## config.mk

```make
export PLATFORM = sky130hd
export DESIGN_NAME = transposer_row_egress_bridge
export DESIGN_NICKNAME = d
export VERILOG_FILES = /design/src/rtl/transposer_row_egress_bridge.sv
export SDC_FILE = /design/constraint.sdc
export NUM_CORES = 1
export LEC_CHECK = 0
export CAP_MARGIN = 20
export CORE_MARGIN = 5
export CORE_UTILIZATION = 52
export CTS_BUF_LIST = sky130_fd_sc_hd__clkbuf_8 sky130_fd_sc_hd__clkbuf_16
export DETAILED_ROUTE_END_ITERATION = 7
export HOLD_SLACK_MARGIN = 0.05
export PLACE_DENSITY = 0.86
export REMOVE_ABC_BUFFERS = 1
export SLEW_MARGIN = 40
export SYNTH_ARGS = -nofsm -noshare
export SYNTH_HDL_FRONTEND = slang
export SYNTH_SLANG_ARGS = --single-unit
```

## constraint.sdc

```tcl
create_clock -name clock -period 50.6 [get_ports clock]
set_input_delay 5.06 -clock clock [delete_from_list [all_inputs] [get_ports clock]]
set_output_delay 5.06 -clock clock [all_outputs]
set_load 0.02 [all_outputs]
```

## src/rtl/transposer_row_egress_bridge.sv

```systemverilog
// Row egress bridge: a valid-only producer feeds a small circular FIFO that drains
// through a Decoupled consumer port; beats that arrive while the FIFO is full are dropped and counted.
module transposer_row_egress_bridge #(
  parameter int LANES = 16,
  parameter int DEPTH = 4,
  parameter int CNT_W = 8
) (
  input  logic                 clock,
  input  logic                 reset,
  input  logic                 in_input_0_payload_discriminant,
  input  logic [LANES*8-1:0]   in_input_0_payload_Some_0,
  output logic                 io_outRow_valid,
  output logic [7:0]           io_outRow_bits_0,
  output logic [7:0]           io_outRow_bits_1,
  output logic [7:0]           io_outRow_bits_2,
  output logic [7:0]           io_outRow_bits_3,
  output logic [7:0]           io_outRow_bits_4,
  output logic [7:0]           io_outRow_bits_5,
  output logic [7:0]           io_outRow_bits_6,
  output logic [7:0]           io_outRow_bits_7,
  output logic [7:0]           io_outRow_bits_8,
  output logic [7:0]           io_outRow_bits_9,
  output logic [7:0]           io_outRow_bits_10,
  output logic [7:0]           io_outRow_bits_11,
  output logic [7:0]           io_outRow_bits_12,
  output logic [7:0]           io_outRow_bits_13,
  output logic [7:0]           io_outRow_bits_14,
  output logic [7:0]           io_outRow_bits_15,
  input  logic                 io_outRow_ready,
  output logic                 io_almostFull,
  output logic                 io_overflow,
  output logic [CNT_W-1:0]     io_dropCount,
  input  logic                 io_clearOverflow
);

  localparam int PTR_W = $clog2(DEPTH);
  localparam int OCC_W = $clog2(DEPTH + 1);
  localparam int OUT_LANES = 16;
  localparam logic [OCC_W-1:0] FULL_OCC = OCC_W'(DEPTH);
  localparam logic [OCC_W-1:0] ALMOST_OCC = OCC_W'(DEPTH - 1);
  localparam logic [CNT_W-1:0] DROP_MAX = '1;

  logic [LANES*8-1:0]     mem [DEPTH];
  logic [PTR_W-1:0]       wr_ptr;
  logic [PTR_W-1:0]       rd_ptr;
  logic [OCC_W-1:0]       count;
  logic                   pop;
  logic                   push;
  logic                   drop;
  logic [LANES*8-1:0]     head;
  logic [OUT_LANES*8-1:0] head_wide;

  // A full FIFO still accepts a beat when the head leaves in the same cycle.
  assign pop  = io_outRow_valid & io_outRow_ready;
  assign push = in_input_0_payload_discriminant & ((count != FULL_OCC) | pop);
  assign drop = in_input_0_payload_discriminant & (count == FULL_OCC) & ~pop;

  always_ff @(posedge clock or posedge reset) begin
    if (reset) begin
      wr_ptr <= '0;
      rd_ptr <= '0;
      count  <= '0;
      for (int i = 0; i < DEPTH; i++) mem[i] <= '0;
    end else begin
      if (push) begin
        mem[wr_ptr] <= in_input_0_payload_Some_0;
        wr_ptr      <= wr_ptr + 1'b1;
      end
      if (pop) rd_ptr <= rd_ptr + 1'b1;
      case ({push, pop})
        2'b10:   count <= count + 1'b1;
        2'b01:   count <= count - 1'b1;
        default: count <= count;
      endcase
    end
  end

  // A clear coinciding with a drop restarts the tally at one rather than zero.
  always_ff @(posedge clock or posedge reset) begin
    if (reset) begin
      io_overflow  <= 1'b0;
      io_dropCount <= '0;
    end else if (io_clearOverflow) begin
      io_overflow  <= drop;
      io_dropCount <= drop ? CNT_W'(1) : '0;
    end else if (drop) begin
      io_overflow <= 1'b1;
      if (io_dropCount != DROP_MAX) io_dropCount <= io_dropCount + 1'b1;
    end
  end

  assign io_outRow_valid = (count != '0);
  assign io_almostFull   = (count >= ALMOST_OCC);
  assign head            = mem[rd_ptr];

  // Lane ports are fixed at sixteen; lanes the row does not carry read as zero.
  for (genvar k = 0; k < OUT_LANES; k++) begin : g_lane
    if (k < LANES) begin : g_used
      assign head_wide[k*8 +: 8] = head[k*8 +: 8];
    end else begin : g_unused
      assign head_wide[k*8 +: 8] = 8'h00;
    end
  end

  assign io_outRow_bits_0  = head_wide[0*8 +: 8];
  assign io_outRow_bits_1  = head_wide[1*8 +: 8];
  assign io_outRow_bits_2  = head_wide[2*8 +: 8];
  assign io_outRow_bits_3  = head_wide[3*8 +: 8];
  assign io_outRow_bits_4  = head_wide[4*8 +: 8];
  assign io_outRow_bits_5  = head_wide[5*8 +: 8];
  assign io_outRow_bits_6  = head_wide[6*8 +: 8];
  assign io_outRow_bits_7  = head_wide[7*8 +: 8];
  assign io_outRow_bits_8  = head_wide[8*8 +: 8];
  assign io_outRow_bits_9  = head_wide[9*8 +: 8];
  assign io_outRow_bits_10 = head_wide[10*8 +: 8];
  assign io_outRow_bits_11 = head_wide[11*8 +: 8];
  assign io_outRow_bits_12 = head_wide[12*8 +: 8];
  assign io_outRow_bits_13 = head_wide[13*8 +: 8];
  assign io_outRow_bits_14 = head_wide[14*8 +: 8];
  assign io_outRow_bits_15 = head_wide[15*8 +: 8];

endmodule
```

==> results of run 1 <==
-- through the flow --
step	power, mW	hold slack (ps)	instances
after detailed placement	1.889	476.8	2152
after floorplan	1.527	458.9	1245
after CTS	2.347	490.4	2255
final	2.326	485.8	2256
after global routing	2.435	506.1	2256
after global placement	1.844	467.7	2144
-- logic make-up (layout without fill, tap and decap cells) --
group,Yosys count,count (layout),synth area share
adders and majority gates,7,7,0.003788
DFF,528,528,0.5263
other,0,1,0
xor gates and xnor gates,7,7,0.002442
and+or+nand+nor,36,36,0.01057
buffers and inverters,96,404,0.04805
AOI/OAI and AO/OA,17,17,0.004088
muxes,641,641,0.4047
-- worst min-delay path by stage --
stage	slack, ps	to	startpoint	depth (start not counted)
after floorplan	460	mem[256]	mem[256]	1
after global placement	470	mem[264]	mem[264]	1
after detailed placement	480	mem[186]	mem[186]	1
after CTS	490	mem[186]	mem[186]	1
after global routing	510	mem[256]	mem[256]	1
final	490	mem[186]	mem[186]	1
-- layer usage --
layer  wire length (µm)  global-route usage  vias to the layer above  part of all wire
li1                   -                   -                     5493                 -
met1              23790              0.2827                     6960              0.44
met2              26140              0.3378                      286              0.48
met3               2928             0.04713                       92             0.054
met4               1234             0.05586                        4             0.023
met5                 32                   0                        -           0.00059
-- where the power goes --
part	switching [mW]	total, mW	internal [mW]
sequential	0.132	0.770	0.639
combinational	0.446	1.12	0.669
clock	0.170	0.441	0.271
-- flip-flops by register name, indices dropped and copies added, names as in the netlist --
name          flops
mem             512
io_dropCount      8
count             3
rd_ptr            2
wr_ptr            2
io_overflow       1
-- worst reg2reg max path, delay by kind of cell, from the launching register on --
kind	cells	cell delay (ps)
buf+inv	2	1000
flops	1	450
mux	1	440
simple gates	3	1050
-- cell usage in the layout (no fill, tap or decap), types with 4 or more instances in the layout --
cell type,Yosys,final
nand2_1,7,7
a21oi_1,6,6
buf_6,10,4
nor3_1,4,4
inv_1,9,17
ha_1,6,6
dfrtp_1,528,526
nand2_8,4,4
buf_4,0,5
clkbuf_16,0,57
mux4_2,128,128
mux2_2,68,68
clkinvlp_4,0,5
clkinv_2,0,6
mux2_1,44,44
bufinv_16,0,9
mux2_4,400,400
clkdlybuf4s50_1,0,271
xnor2_1,4,4
clkbuf_8,0,17
o21ai_0,4,4
buf_16,0,6
-- cell type report --
type	count	area [µm²]
fillers	3297	17940
flip-flops and latches	528	13220
multi-input cells	708	10680
repair buffers	292	3062
clock buffers	71	1619
well taps	615	769.5
clock inverters	32	397.9
inverters	9	46.29
diodes	1	2.502
==> results.sh, run 1 <==
export IMPL_hold_violations=0
export IMPL_crit_buf_inv=3
export IMPL_ant_nets=0
export IMPL_fin_skew_ps=22.54
export IMPL_drt_total_wl_mm=54.13
export IMPL_route_detailed_drc=0
export IMPL_cts_setup_buffers=0
export IMPL_dr_pass1_iters=4
export IMPL_ys_async_sr_fraction=1.000
export IMPL_yosys_cell_count_top_type="dfrtp_1"
export IMPL_tritoncts="yes"
export IMPL_start_util=0.5258
export IMPL_drv_slew=0
export IMPL_crit_path_start="rd_ptr[1]"
export IMPL_synth_area_per_cell_um2=18.85
export IMPL_worstPathRequired_ps=45540
export IMPL_outcome="finished, final reports clean"
export IMPL_drv_cap=0
export IMPL_vias_per_cell=5.689
export IMPL_cp_start_kind="flip-flop"
export IMPL_io_buffers=271
export IMPL_clk_insertion_delay_late_ps=600
export IMPL_synth_largest_area_cell="dfrtp_1"
export IMPL_crit_end="io_outRow_bits_1[5]"
export IMPL_ys_types=42
export IMPL_end_kind="primary output"
export IMPL_hp_class="flip-flop to flip-flop"
export IMPL_clk_pin_slew_ps=70
export IMPL_crit_top_cell="buf_4"
export IMPL_synth_warnings=0
export IMPL_peakVddDrop_mv=0.05071
export IMPL_post_drt_wl_per_cell_um=23.99
export IMPL_final_setup_viol_count=0
export IMPL_fin_tns_setup_ps=0
export IMPL_rsz0062_at_grt="no"
export IMPL_utilization=0.6242
export IMPL_grt_ovfl_total=0
export IMPL_num_vias=12840
export IMPL_ys_flop_type="dfrtp_1"
export IMPL_die_area_um2=52770
export IMPL_relSlewSlack=0.4306
export IMPL_core_area_um2=47750
export IMPL_ioPinCount=272
export IMPL_fin_crit_sh=0.1760
export IMPL_setup_slack_ps=41690
export IMPL_path_class="flip-flop to primary output"
export IMPL_worst_pin_slew_ps=854.0
export IMPL_synth_edf_count=0
export IMPL_slowest_stage="dfrtp_4"
export IMPL_ys_seq_area_frac=0.5263
export IMPL_critPathTopFamily="buffers and inverters"
export IMPL_synth_top_area_frac=0.5263
export IMPL_rows=80
export IMPL_slowest_delay_ps=790
export IMPL_timing_rr_start="count[0]"
export IMPL_synthTopCellsByArea="dfrtp_1 53%, mux2_4 24%, mux4_2 11%"
export IMPL_p_leak_nw=13.75
export IMPL_fin_nets=1734
export IMPL_synth_seq_cells=528
export IMPL_htreeDepth=2
export IMPL_cts_sinks=528
export IMPL_worstPathArrival_ps=3850
export IMPL_grt_pass1_vias=14910
export IMPL_antenna_found_initial=3
export IMPL_ctsLongestPathBuffers=3
export IMPL_power_density_nw_per_um2=78.05
export IMPL_ctsRootBufferMaster="clkbuf_16"
export IMPL_period_needed_ps=8907
export IMPL_synth_area_um2=25100
export IMPL_ctsResizeCount=0
export IMPL_cts_buffers=55
export IMPL_dpl_instance_area_um2=27770
export IMPL_cp_max_fo=32
export IMPL_synth_cells=1332
export IMPL_timing_fmax_ghz=0.1123
export IMPL_die_width_um=229.7
export IMPL_worst_path_stages=4
export IMPL_grt_max_degree=137
export IMPL_die_h_um=229.7
export IMPL_drt_iter0_drc=672
export IMPL_timing_reg2reg_setup_slack_ps=47560
export IMPL_design_area_um2=29800
export IMPL_drive_above_1_share=0.4390
export IMPL_holdBufCountCts=0
export IMPL_place_ws_ps=42270
export IMPL_r2r_end="mem[395]"
export IMPL_area_delta_synth_final_pct=18.72
export IMPL_dp_hpwl_mm=32.97
export IMPL_synth_common_cells="528 x dfrtp_1, 400 x mux2_4, 128 x mux4_2"
export IMPL_crit_chain="buf_4 > buf_4 > mux4_2 > clkdlybuf4s50_1"
export IMPL_r2r_cells=6
export IMPL_grt_pass1_wl_mm=87.46
export IMPL_grt_total_usage=0.2064
export IMPL_place_gp_congestion=0.7478
Power figures use the tool's default switching activity.
==> inputs of run 2 (changes only) <==
--- a/config.mk
+++ b/config.mk
@@ -11,7 +11,7 @@
 export CTS_BUF_LIST = sky130_fd_sc_hd__clkbuf_8 sky130_fd_sc_hd__clkbuf_16
 export DETAILED_ROUTE_END_ITERATION = 7
 export HOLD_SLACK_MARGIN = 0.05
-export PLACE_DENSITY = 0.86
+export PLACE_DENSITY = 0.89
 export REMOVE_ABC_BUFFERS = 1
 export SLEW_MARGIN = 40
 export SYNTH_ARGS = -nofsm -noshare
==> constraint.sdc (replaced) <==
create_clock -name clock -period 7.9 [get_ports clock]
set_input_delay 0.79 -clock clock [delete_from_list [all_inputs] [get_ports clock]]
set_output_delay 0.79 -clock clock [all_outputs]
set_load 0.02 [all_outputs]
==> results.sh, run 2 (synthesized netlist as in run 1, its figures left out) <==
export IMPL_cp_start_kind="flip-flop"
export IMPL_drive_above_1_share=0.4350
export IMPL_drv_slew=0
export IMPL_ioPinCount=272
export IMPL_fin_crit_sh=0.5349
export IMPL_largest_registers="mem x512, io_dropCount x8, count x3"
export IMPL_clk_insertion_delay_late_ps=590
export IMPL_grt_max_degree=126
export IMPL_die_area_um2=52770
export IMPL_ctsLongestPathBuffers=3
export IMPL_area_delta_synth_final_pct=17.45
export IMPL_largest_register="mem"
export IMPL_core_area_um2=47750
export IMPL_die_h_um=229.7
export IMPL_place_gp_congestion=0.7980
export IMPL_worstPathRequired_ps=7110
export IMPL_fin_nets=1730
export IMPL_final_cell_mix="526 x dfrtp_1, 400 x mux2_4, 271 x clkdlybuf4s50_1"
export IMPL_end_kind="primary output"
export IMPL_start_util=0.5258
export IMPL_rows=80
export IMPL_slowest_delay_ps=860
export IMPL_fin_skew_ps=11.91
export IMPL_worst_pin_slew_ps=854.8
export IMPL_power_mw=14.53
export IMPL_rsz0062_at_grt="no"
export IMPL_crit_buf_inv=2
export IMPL_period_needed_ps=4226
export IMPL_ctsResizeCount=0
export IMPL_holdBufCountCts=0
export IMPL_grt_pass1_wl_mm=85.13
export IMPL_clk_pin_slew_ps=60
export IMPL_place_ws_ps=4080
export IMPL_relSlewSlack=0.4301
export IMPL_drv_cap=0
export IMPL_final_setup_viol_count=0
export IMPL_peakVddDrop_mv=0.3217
export IMPL_cts_setup_buffers=0
export IMPL_vias_per_cell=5.689
export IMPL_grt_ovfl_total=0
export IMPL_htreeDepth=2
export IMPL_fin_hold_ws_ps=485.9
export IMPL_hold_violations=0
export IMPL_cts_sinks=528
export IMPL_path_class="flip-flop to primary output"
export IMPL_critPathTopFamily="buffers and inverters"
export IMPL_utilization=0.6175
export IMPL_p_leak_nw=13.63
export IMPL_cts_buffers=55
export IMPL_drt_iter0_drc=830
export IMPL_power_density_nw_per_um2=492.8
export IMPL_ant_nets=0
export IMPL_route_detailed_drc=0
export IMPL_timing_reg2reg_setup_slack_ps=4860
export IMPL_worstPathArrival_ps=3440
export IMPL_grt_total_usage=0.1998
export IMPL_cp_max_fo=45
export IMPL_outcome="finished, final reports clean"
export IMPL_largest_reg_flops=512
export IMPL_final_cells=2248
export IMPL_io_buffers=271
export IMPL_timing_fmax_ghz=0.2366
export IMPL_layout_cells_most_common="dfrtp_1"
export IMPL_die_width_um=229.7
export IMPL_hp_class="flip-flop to flip-flop"
export IMPL_antenna_found_initial=4
export IMPL_setup_slack_ps=3674
export IMPL_num_vias=12790
export IMPL_drt_total_wl_mm=52.72
export IMPL_dp_cells=2148
export IMPL_dr_pass1_iters=4
export IMPL_post_drt_wl_per_cell_um=23.45
export IMPL_grt_pass1_vias=14690
export IMPL_crit_chain="buf_4 > mux4_2 > clkdlybuf4s50_1"
export IMPL_tritoncts="yes"
export IMPL_ctsRootBufferMaster="clkbuf_16"
export IMPL_slowest_stage="dfrtp_4"
export IMPL_dp_hpwl_mm=32.06
[run 2: cell count changes in the layout (fill, tap and decap cells not counted), sizes merged]
cell | previous run | this run
clkinv | 9 | 18
bufinv | 9 | 2
clkbuf | 74 | 69
clkinvlp | 5 | 0
buf | 18 | 17
inv | 18 | 19
[run 2: worst reg2reg max path: stages, from the launching register on]
cell and delay (ps):
dfrtp_1 420, or4b_4 560, and2_4 260, nand2_8 550, buf_6 670, mux2_2 460
[run 2: stage by stage]
stage | cell area [µm²] | setup TNS [ps]
6_report | 29480 | 0
5_1_grt | 29480 | 0
4_1_cts | 29470 | 0
3_5_place_dp | 27690 | 0
3_3_place_gp | 27560 | 0
2_1_floorplan | 23930 | -4035770
[run 2: metal layers]
metal,share of wire,global-route usage,routed length [µm],up-vias
li1,-,-,-,5460
met1,0.44,0.2737,23210,6917
met2,0.48,0.3289,25500,310
met3,0.052,0.04503,2754,96
met4,0.023,0.05081,1214,6
met5,0.00076,0,40,-
[run 2: layout make-up]
class | instances | area [µm²]
inverter | 9 | 46.29
sequential | 528 | 13220
antenna | 1 | 2.502
timing repair buffer | 288 | 2980
clock buffer | 69 | 1592
multi-input combinational | 708 | 10680
fill | 3270 | 18260
clock inverter | 30 | 190.2
tap | 615 | 769.5
[run 2: worst paths after layout]
path                            startpoint                  end  depth (start not counted)
worst max-delay path             rd_ptr[1]  io_outRow_bits_4[3]                          3
worst min-delay path               mem[10]              mem[10]                          1
worst min register to register     mem[10]              mem[10]                          1
max in group asynchronous            reset              mem[63]                          4
worst max register to register    count[1]              mem[16]                          5
min in group asynchronous            reset             mem[431]                          2
[run 2: power breakdown]
part / total [mW] / switching [mW] / leakage [nW] / internal (mW)
Clock: 2.54 / 1.06 / 0.942 / 1.48
Sequential: 4.92 / 0.835 / 6.27 / 4.09
Combinational: 7.07 / 2.81 / 6.42 / 4.26
